## src/rtl/store_buffer.sv

```systemverilog
// In-order store buffer between the store alignment stage and the shared memory write port.
// Optional build macro STORE_BUF_COALESCE_EN merges a store into the youngest entry when it hits the same word.
module store_buffer #(
  parameter int DEPTH = 4,
  parameter int AW    = 30
) (
  input  logic          clk,
  input  logic          rst,
  input  logic          st_valid,
  output logic          st_ready,
  input  logic [31:0]   st_addr,
  input  logic [31:0]   st_data,
  input  logic [3:0]    st_mask,
  input  logic          st_dmem_we,
  input  logic          st_imem_we,
  output logic          mem_wvalid,
  input  logic          mem_wready,
  output logic [AW-1:0] mem_waddr,
  output logic [31:0]   mem_wdata,
  output logic [3:0]    mem_wmask,
  output logic          mem_dmem_we,
  output logic          mem_imem_we,
  input  logic [31:0]   ld_addr,
  output logic          ld_hit,
  output logic          empty
);

  localparam int PW = $clog2(DEPTH);
  localparam int CW = PW + 1;
  localparam logic [CW-1:0] FULL_COUNT = CW'(DEPTH);

  typedef struct packed {
    logic [AW-1:0] waddr;
    logic [31:0]   data;
    logic [3:0]    mask;
    logic          dmem;
    logic          imem;
  } entry_t;

  entry_t        ent [DEPTH];
  logic [PW-1:0] wptr;
  logic [PW-1:0] rptr;
  logic [CW-1:0] count;

  logic          has_data;
  logic          full;
  logic          pop;
  logic          store_ok;
  logic          merge;
  logic          push;
  logic [AW-1:0] st_waddr;
  logic [AW-1:0] ld_waddr;
  entry_t        head;
  logic [PW-1:0] off;
  logic          unused_bits;

  assign unused_bits = ^{st_addr[1:0], ld_addr[1:0]};
  assign st_waddr    = st_addr[AW+1:2];
  assign ld_waddr    = ld_addr[AW+1:2];
  assign has_data    = (count != {CW{1'b0}});
  assign full        = (count == FULL_COUNT);
  assign pop         = has_data & mem_wready;
  // Zero-mask or target-less stores handshake normally but never occupy an entry.
  assign store_ok    = (st_mask != 4'b0000) & (st_dmem_we | st_imem_we);
  assign empty       = ~has_data;
  assign head        = ent[rptr];

`ifdef STORE_BUF_COALESCE_EN
  logic [PW-1:0] yptr;
  logic          coalesce_possible;
  entry_t        young;

  assign yptr  = wptr - PW'(1);
  assign young = ent[yptr];
  // A lone entry that is draining this cycle cannot absorb a merge.
  assign coalesce_possible = store_ok & has_data
                           & (young.waddr == st_waddr)
                           & (young.dmem == st_dmem_we) & (young.imem == st_imem_we)
                           & ~(pop & (count == CW'(1)));
  assign st_ready = ~full | coalesce_possible;
  assign merge    = st_valid & coalesce_possible;
`else
  assign st_ready = ~full;
  assign merge    = 1'b0;
`endif

  assign push = st_valid & st_ready & store_ok & ~merge;

  // Entry array, pointers and occupancy.
  always_ff @(posedge clk or posedge rst) begin
    if (rst) begin
      wptr  <= {PW{1'b0}};
      rptr  <= {PW{1'b0}};
      count <= {CW{1'b0}};
      for (int i = 0; i < DEPTH; i++) begin
        ent[i] <= '{waddr: {AW{1'b0}}, data: 32'h0000_0000, mask: 4'b0000,
                    dmem: 1'b0, imem: 1'b0};
      end
    end else begin
      if (push) begin
        ent[wptr] <= '{waddr: st_waddr, data: st_data, mask: st_mask,
                       dmem: st_dmem_we, imem: st_imem_we};
        wptr      <= wptr + PW'(1);
      end
`ifdef STORE_BUF_COALESCE_EN
      if (merge) begin
        for (int b = 0; b < 4; b++) begin
          if (st_mask[b]) begin
            ent[yptr].data[8*b +: 8] <= st_data[8*b +: 8];
          end
        end
        ent[yptr].mask <= young.mask | st_mask;
      end
`endif
      if (pop) begin
        rptr <= rptr + PW'(1);
      end
      case ({push, pop})
        2'b10:   count <= count + CW'(1);
        2'b01:   count <= count - CW'(1);
        default: count <= count;
      endcase
    end
  end

  // Head entry presentation, forced to zero when nothing is pending.
  always_comb begin
    mem_wvalid  = 1'b0;
    mem_waddr   = {AW{1'b0}};
    mem_wdata   = 32'h0000_0000;
    mem_wmask   = 4'b0000;
    mem_dmem_we = 1'b0;
    mem_imem_we = 1'b0;
    if (has_data) begin
      mem_wvalid  = 1'b1;
      mem_waddr   = head.waddr;
      mem_wdata   = head.data;
      mem_wmask   = head.mask;
      mem_dmem_we = head.dmem;
      mem_imem_we = head.imem;
    end else begin
      mem_wvalid  = 1'b0;
    end
  end

  // Load hazard: any occupied dmem entry at the load's word address.
  always_comb begin
    ld_hit = 1'b0;
    off    = {PW{1'b0}};
    for (int i = 0; i < DEPTH; i++) begin
      off = PW'(i) - rptr;
      if (({1'b0, off} < count) && ent[i].dmem && (ent[i].waddr == ld_waddr)) begin
        ld_hit = 1'b1;
      end else begin
        ld_hit = ld_hit;
      end
    end
  end

endmodule

```

## config.mk

```make
export PLATFORM = sky130hd
export DESIGN_NAME = store_buffer
export DESIGN_NICKNAME = d
export VERILOG_FILES = /design/src/rtl/store_buffer.sv
export SDC_FILE = /design/constraint.sdc
export NUM_CORES = 1
export LEC_CHECK = 0
export ABC_AREA = 1
export BUFFER_PORTS_ARGS = -buffer_cell sky130_fd_sc_hd__buf_2
export CORE_AREA = 2 2 220 222
export DETAILED_ROUTE_END_ITERATION = 6
export DIE_AREA = 0 0 222 224
export PLACE_DENSITY = 0.53
export SYNTH_ARGS = -nofsm -noshare
export SYNTH_HDL_FRONTEND = slang
export SYNTH_SLANG_ARGS = --single-unit
```

## constraint.sdc

```tcl
create_clock -name clk -period 8.85 [get_ports clk]
set_input_delay 0.4425 -clock clk [delete_from_list [all_inputs] [get_ports clk]]
set_output_delay 0.4425 -clock clk [all_outputs]
set_load 0.05 [all_outputs]
```

# Word level (Yosys, flattened, before mapping)
# Index checks and enable logic that the tools add are counted.
# W data, S select, Z words.
classes:
  add_sub_neg: 8
  order_cmp: 7
  n_eq_ne: 7
  mux: 17
  bitwise: 9
  reduce_logical: 12
ops:
  columns: ["cell", "count"]
  rows:
  - ["$bwmux W272", 1]
  - ["$mux W68", 3]
  - ["$bmux W68 S2", 1]
  - ["$demux W68 S2", 1]
  - ["$eq A30 B30 Y1", 4]
  - ["$mux W32", 1]
  - ["$mux W30", 1]
  - ["$lt A2 B3 Y1", 4]
  - ["$logic_and A1 B1 Y1", 9]
  - ["$mux W1", 7]
  - ["$ge A3 B3 Y1 const B", 2]
  - ["$not A2 Y3", 2]
  - ["$pmux W3 S2", 1]
  - ["$add A2 B1 Y2 const B", 2]
  - ["$and A1 B1 Y1", 4]
  - ["$mux W4", 1]
  - ["$reduce_bool A4 Y1", 1]
  - ["$sub A1 B2 Y2 const A", 2]
  - ["$sub A2 B2 Y2 const A", 2]
  - ["$add A3 B1 Y3 const B", 1]
  - ["$eq A3 B3 Y1 const B", 1]
  - ["$lt A3 B1 Y1 const B", 1]
  - ["$reduce_bool A3 Y1", 1]
  - ["$sub A3 B1 Y3 const B", 1]
  - ["5 further kinds", 6]
word_totals:
  register_bits: 279
  in_bits: 106
  output_inout_bits: 72
  wordCells: 83

# Longest topological paths before layout
# Gate-level depths: netlist of the first run.
logic_depth:
  depth_word: 8
  mapped_depth: 13
  ltp_nobuf: 11

# Worst setup path after synthesis of the first run
# OpenSTA, ideal clock, no wires.
synth_timing:
  path_type: "reg-to-output"
  from: "register rptr[1]"
  to: "output ld_hit"
  t_arrival_ns: 2.020
  required_ns: 8.408
  path_slack_ns: 6.388
  stages_incl_launch_ff: 13
  path_buffers: 2
  path_cell_list: "dfrtp_1 > buf_2 > nand2_2 > inv_2 > buf_2 > nor2_1 > inv_1 > ha_1 > a21oi_1 > o211ai_1 > nor2_1 > nor2_1 > nand2_1"
synth_via:
  elab_chain_len: 8
  word_cells_on_any_way: 20
  cone_classes: "add/sub: 4; order compare: 4; mux: 4; reduce/logical: 8"
synth_rtl:
  columns: ["item", "line", "rtl"]
  rows:
  - ["from (decl)", "42", "logic [PW-1:0] rptr;"]
  - ["from (signal assigned)", "93", "rptr <= {PW{1'b0}};"]
  - ["from (signal assigned)", "116", "rptr <= rptr + PW'(1);"]
  - ["$sub A1 B2 Y2", "151", "off = PW'(i) - rptr;"]
  - ["$lt A2 B3 Y1", "152", "if (({1'b0, off} < count) && ent[i].dmem && (ent[i].waddr == ld_waddr)) begin"]
  - ["$logic_and A1 B1 Y1 (2 in a row)", "152", null]
  - ["$mux W1 (3 in a row)", "152", null]
  - ["$mux W1 *", "152", null]
  - ["to (decl)", "24", "output logic ld_hit,"]
# Mark *: on every way between the ends. The rest lies on a longest branch, timed or not.

# Final worst setup path of the first run
# Same ends and word-level chain as after synthesis.

==> results.py, run 1 <==
metrics = {
    "timing": {
        "period_needed_ns": 4.47,
        "slew_viol_final": 0,
        "setup_viol": 0,
        "hold-worst-slack_ns": 0.157,
        "clock_skew_ns": 0.0151,
        "slew_headroom_pct": 27.4,
        "tns_ns": 0,
        "setup_ws_ns": 4.38,
        "fmax_mhz": 224,
        "rsz0062_at_grt": "false",
        "worstMarginPinSlew_ns": 1.09,
        "hold_viol_final": 0,
        "finalCritPeriodShare_pct": 50.5,
    },
    "synthesis": {
        "ys_types": 32,
        "syn_nets": 1907,
        "ys_seq_elements": 279,
        "ys.warnings.count": 0,
        "yosysSeqAreaShare_pct": 49.5,
        "synth_top_area_share_pct": 49.5,
        "synth_area_leaders": "dfrtp_1 (50%), nand2_1 (15%), o21ai_0 (9.3%)",
        "syn_area_um2": 14100,
        "synth_cells": 1791,
        "yosysTopAreaCell": "dfrtp_1",
        "syn_avg_cell_area_um2": 7.87,
    },
    "place": {
        "gp_congestion": 0.928,
        "place_area_um2": 15300,
        "hpwlAfterDp_um": 31200,
        "post-place-ws_ns": 4.97,
        "placedCellCount": 2490,
        "port_buffers": 173,
    },
    "floorplan": {
        "die-area_um2": 49700,
        "core.rowCount": 80,
        "core_um2": 47300,
        "start_util_pct": 29.8,
        "ios": 178,
        "fp.dieH_um": 224,
        "die_w_um": 222,
    },
    "job": {
        "maxCapViolCount": 0,
    },
    "clock_tree": {
        "clk_pin_slew_ns": 0.06,
        "cts_max_level": 2,
        "clk_latency_ns": 0.54,
        "cts_max_path_buffers": 3,
        "clock_sink_count": 279,
        "post_cts_buffers": 0,
        "cts_tree": "done",
        "cts_root_buf": "clkbuf_16",
        "cts_resized": 0,
        "cts_made_buffers": 35,
        "cts_hold_buffers": 0,
    },
    "layout": {
        "fin_cells": 2553,
        "fill_cells": 5052,
        "fin_util_pct": 34.8,
        "area_growth_pct": 16.7,
        "final_cell_area_um2": 16500,
        "num-nets-final": 2028,
        "layout-drive-gt1-share_pct": 13.4,
    },
    "pwr": {
        "intPower_mw": 3.63,
        "comb_power_share_pct": 47.4,
        "power_leakage_nw": 8.16,
        "max-vdd-ir-drop_mv": 0.266,
        "sw_frac_of_total_pct": 49.5,
        "finalPower_mw": 7.18,
        "power.density_nw_per_um2": 437,
        "power_frac_seq_pct": 32.2,
        "switchingPower_mw": 3.56,
        "clock_power_share_pct": 20.3,
    },
    "detailed_routing": {
        "drtIter0Drc": 1013,
        "drt-met1-wl_um": 21100,
        "vias_per_cell": 4.94,
        "routedWlPerCell_um": 18.8,
        "drc": 0,
        "wl_met2_um": 22100,
        "routed.top_layer": "met5",
        "wirelength_um": 48000,
        "firstDrtPassIters": 7,
        "num_vias": 12600,
        "wl_met3_um": 3740,
        "ant_nets": 0,
    },
    "grt": {
        "grt_pass1_vias": 12200,
        "track_usage_pct": 19.3,
        "grt_pass1_wl_um": 73800,
        "overflow": 0,
        "grt_max_degree": 143,
        "antenna_found_initial": 4,
    },
    "critical_path": {
        "arrival_ns": 4.03,
        "critPathMaxFanout": 60,
        "path_class": "flip-flop to output port",
        "cp-end-kind": "output port",
        "cp_data_required_time_ns": 8.41,
        "critPathLaunchType": "flip-flop",
    },
    "hold_path": {
        "hold_class": "primary input to asynchronous set/reset pin",
    },
    "outcome": {
        "run_status": "complete, no violations",
    },
}
## cell families (layout without fill, tap and decap cells)
group	after synthesis	count (layout)	synth area share, %
AND/OR/NAND/NOR	740	740	20.6
AO/OA/AOI/OAI	448	448	17.9
flip-flops	279	279	49.5
buffers and inverters	277	422	8.74
XOR/XNOR	37	37	2.30
adder cells (fa/ha/maj)	10	10	0.940
other	0	2	0
## sequential cells by signal (all words and copies together) (netlist names)
signal and count:
wptr 2, ent 272, rptr 2, count 3
## routing by layer
metal	vias to the layer above	GRT usage, %
met1	6004	26.0
met5	-	0
met3	65	3.96
met4	4	5.43
li1	6075	-
met2	454	31.6
## final cells by class
class | count | area, µm² | area share, %
clock inverter | 13 | 124 | 0.753
antenna | 2 | 5.00 | 0.0304
clock buffer | 48 | 1040 | 6.30
tap | 615 | 769 | 4.68
multi-input combinational | 1235 | 5900 | 35.9
sequential | 279 | 6980 | 42.4
inverter | 175 | 667 | 4.05
timing repair buffer | 186 | 963 | 5.86
## synth_stat cells (all sizes together)
library cell / number
nand2: 569
o21ai: 319
dfrtp: 279
inv: 175
nor2: 114
nand3: 55
clkbuf: 53
buf: 49
a22oi: 41
a31oi: 41
a221oi: 27
xnor2: 24
xor2: 13
o22ai: 11
ha: 9
a21oi: 5
o211ai: 3
fa: 1
nand4: 1
nor3: 1
o21a: 1
## power groups by stage
stage / clock [mW] / combinational, mW / sequential [mW]
6_report: 1.46 / 3.41 / 2.32
5_1_grt: 1.54 / 3.73 / 2.39
4_1_cts: 1.50 / 3.43 / 2.31
3_5_place_dp: 0 / 3.42 / 2.32
3_3_place_gp: 0 / 3.38 / 2.30
2_1_floorplan: 0 / 2.56 / 2.17
## cell usage in the layout (no fill, tap or decap), types with 2 or more instances in the layout
cell / Yosys / routed
nand3_1: 53 / 53
nand2_1: 564 / 564
a31oi_1: 41 / 41
inv_1: 171 / 170
o211ai_1: 3 / 3
bufinv_16: 0 / 2
a22oi_1: 41 / 41
clkinvlp_4: 0 / 2
diode_2: 0 / 2
nand2_4: 4 / 4
nor2_4: 0 / 2
o21ai_0: 263 / 263
xor2_1: 13 / 13
dfrtp_2: 0 / 2
clkinv_2: 0 / 8
xnor2_1: 24 / 24
clkbuf_16: 0 / 37
buf_4: 2 / 13
o22ai_1: 11 / 11
o21ai_1: 56 / 56
nor2_1: 112 / 112
inv_2: 3 / 3
a221oi_1: 27 / 27
clkbuf_8: 0 / 7
ha_1: 9 / 9
a21oi_1: 5 / 5
buf_2: 26 / 173
clkbuf_1: 53 / 4
dfrtp_1: 279 / 277
## path summary, 6_finish.rpt
path	end	start	slack [ns]	cells past startpoint
max	ld_hit	rptr[1]$_DFFE_PP0P_	4.38	12
min	ent[103]$_DFFE_PP0P_	rst	0.16	2
max in group asynchronous	rptr[1]$_DFFE_PP0P_	rst	7.13	3
max reg2reg	ent[166]$_DFFE_PP0P_	count[1]$_DFFE_PP0P_	6.03	8
min in group clk	ent[142]$_DFFE_PP0P_	st_data[0]	0.20	3
min reg2reg	ent[37]$_DFFE_PP0P_	ent[37]$_DFFE_PP0P_	0.48	2
## worst max-delay path, stage by stage, from the launching register on
cell,delay [ns]
dfrtp_2,0.46
buf_4,0.38
nor2_4,0.43
buf_4,0.82
nor2_1,0.19
inv_1,0.11
ha_1,0.24
a21oi_1,0.17
o211ai_1,0.09
nor2_1,0.11
nor2_1,0.05
nand2_1,0.11
buf_2,0.28
Note: power is estimated with default switching activity, not from simulation.
==> run 2: changes to the inputs <==
--- a/config.mk
+++ b/config.mk
@@ -10,7 +10,7 @@
 export CORE_AREA = 2 2 220 222
 export DETAILED_ROUTE_END_ITERATION = 6
 export DIE_AREA = 0 0 222 224
-export PLACE_DENSITY = 0.53
+export PLACE_DENSITY = 0.54
 export SYNTH_ARGS = -nofsm -noshare
 export SYNTH_HDL_FRONTEND = slang
 export SYNTH_SLANG_ARGS = --single-unit
==> constraint.sdc (replaced) <==
create_clock -name clk -period 4.1 [get_ports clk]
set_input_delay 0.205 -clock clk [delete_from_list [all_inputs] [get_ports clk]]
set_output_delay 0.205 -clock clk [all_outputs]
set_load 0.05 [all_outputs]
==> run 2 against run 1 <==
  * Die area is the same
  * Clock skew up 0.0085 ns
  * Sequential share of layout area shrank 1.6 points
  * Worst hold slack lost 0.15 ns
  * Critical path type unchanged
  * Critical endpoint is now mem_waddr[3]
  * Largest cell class unchanged
  * Largest power group unchanged
  * Highest routed layer unchanged
==> results.py, run 2 (synthesis gave the netlist of run 1 again) <==
metrics = {
    "grt": {
        "gr-usage-met2_pct": 31.1,
        "antenna_found_initial": 4,
        "grtUsageMet3_pct": 4.20,
        "grt_pass1_wl_um": 74200,
        "met1_usage_pct": 26.4,
        "track_usage_pct": 19.4,
        "grt_max_degree": 142,
        "grt_pass1_vias": 12400,
        "busiest_layer": "met2",
        "overflow": 0,
    },
    "place": {
        "hpwlAfterDp_um": 31100,
        "placedCellCount": 2496,
        "gp_congestion": 0.917,
        "port_buffers": 173,
        "post-place-ws_ns": 1.33,
    },
    "layout": {
        "layout_common_cells": "nand2_1 (564), dfrtp_1 (277), o21ai_0 (263)",
        "layout.area.seq_um2": 6980,
        "fin_cells": 2617,
        "regMostFlops": "ent",
        "fill_cells": 4961,
        "mostFrequentLayoutCell": "nand2_1",
        "num-nets-final": 2091,
        "largest_reg_flops": 272,
        "area_growth_pct": 21.3,
        "reg_top3": "ent x272, count x3",
        "multiInputGateArea_um2": 5900,
        "layout-drive-gt1-share_pct": 13.0,
    },
    "clock_tree": {
        "clk_latency_ns": 0.55,
        "clock_sink_count": 279,
        "cts_max_level": 2,
        "cts_made_buffers": 35,
        "cts_root_buf": "clkbuf_16",
        "post_cts_buffers": 0,
        "cts_tree": "done",
        "clk_pin_slew_ns": 0.06,
        "cts_max_path_buffers": 3,
    },
    "timing": {
        "clock_skew_ns": 0.0236,
        "fmax_mhz": 300,
        "hold-worst-slack_ns": 0.00642,
        "setup_viol": 0,
        "rsz0062_at_grt": "false",
        "slew_headroom_pct": 28.5,
        "finalCritPeriodShare_pct": 81.3,
        "hold_viol_final": 0,
        "period_needed_ns": 3.33,
        "worstMarginPinSlew_ns": 1.07,
        "tns_ns": 0,
        "setup_ws_ns": 0.766,
        "slew_viol_final": 0,
    },
    "critical_path": {
        "arrival_ns": 3.13,
        "cp-end-kind": "output port",
        "cp_data_required_time_ns": 3.89,
        "critPathMaxFanout": 51,
        "path_class": "flip-flop to output port",
        "critPathLaunchType": "flip-flop",
    },
    "floorplan": {
        "die-area_um2": 49700,
        "core_um2": 47300,
        "core.rowCount": 80,
        "die_w_um": 222,
        "ios": 178,
        "fp.dieH_um": 224,
        "start_util_pct": 29.8,
    },
    "outcome": {
        "run_status": "complete, no violations",
    },
    "detailed_routing": {
        "drtIter0Drc": 1079,
        "wirelength_um": 48400,
        "num_vias": 12700,
        "ant_nets": 0,
        "drc": 0,
        "firstDrtPassIters": 6,
        "vias_per_cell": 4.86,
        "routedWlPerCell_um": 18.5,
    },
    "pwr": {
        "power_leakage_nw": 8.42,
        "power.density_nw_per_um2": 908,
        "max-vdd-ir-drop_mv": 0.535,
    },
    "hold_path": {
        "hold_class": "primary input to flip-flop",
    },
    "job": {
        "maxCapViolCount": 0,
    },
}
## run 2: changes by cell type in the layout (fill, tap and decap cells not counted), sizes merged
cell / change
buf: +6
clkbuf: +5
clkinv: -3
dlygate4sd3: +57
inv: -1
## run 2: per-layer routing
metal | vias to the layer above | share of wire (%) | wire (µm)
li1 | 6203 | - | -
met1 | 5982 | 44 | 21300
met2 | 455 | 46 | 22200
met3 | 66 | 8.0 | 3870
met4 | 4 | 2.3 | 1100
met5 | - | 0.062 | 30
## run 2: final timing paths
check                                     start              endpoint  cells past startpoint  slack (ns)
min reg2reg                 ent[32]$_DFFE_PP0P_   ent[32]$_DFFE_PP0P_                      2        0.48
max reg2reg                count[1]$_DFFE_PP0P_  ent[169]$_DFFE_PP0P_                      7        1.71
min in group asynchronous                   rst  ent[239]$_DFFE_PP0P_                      3        0.11
max in group asynchronous                   rst  ent[251]$_DFFE_PP0P_                      4        2.95
min                                  st_addr[9]  ent[113]$_DFFE_PP0P_                      3       0.006
max                         rptr[0]$_DFFE_PP0P_          mem_waddr[3]                      6        0.77
## run 2: worst max-delay path, cell delays in order (launching register included)
cell      delay (ns)
dfrtp_2         0.36
buf_4           0.66
nor2_4          0.25
buf_4           0.31
a221oi_1        0.61
nor2_1          0.10
buf_2           0.26
## run 2: cell type report
| cell class | count | area share [%] |
|---|---|---|
| multi-input combinational | 1235 | 34.5 |
| tap | 615 | 4.50 |
| clock buffer | 53 | 5.93 |
| sequential | 279 | 40.8 |
| clock inverter | 9 | 0.658 |
| inverter | 175 | 3.88 |
| timing repair buffer | 249 | 9.67 |
| antenna | 2 | 0.0293 |
## run 2: repair_timing
item	CTS	global route
gates resized for setup	0	0
hold buffers	57	0
setup endpoints to repair	0	0
endpoints found under the hold margin	212	0
## run 2: where the power goes
part | internal (mW) | total [mW] | leakage [nW] | switching (mW)
Clock | 1.84 | 3.07 | 0.549 | 1.24
Sequential | 4.00 | 4.96 | 3.51 | 0.956
Combinational | 2.02 | 7.50 | 4.36 | 5.48
Total | 7.86 | 15.5 | 8.42 | 7.67
## run 2: through the flow
stage	util, %	power (mW)	area [µm²]
after global placement	32.5	12.3	15400
after detailed placement	32.5	12.5	15400
after global routing	36.1	16.6	17100
after CTS	36.1	15.7	17100
after floorplan	-	10.2	14100
final	36.1	15.5	17100
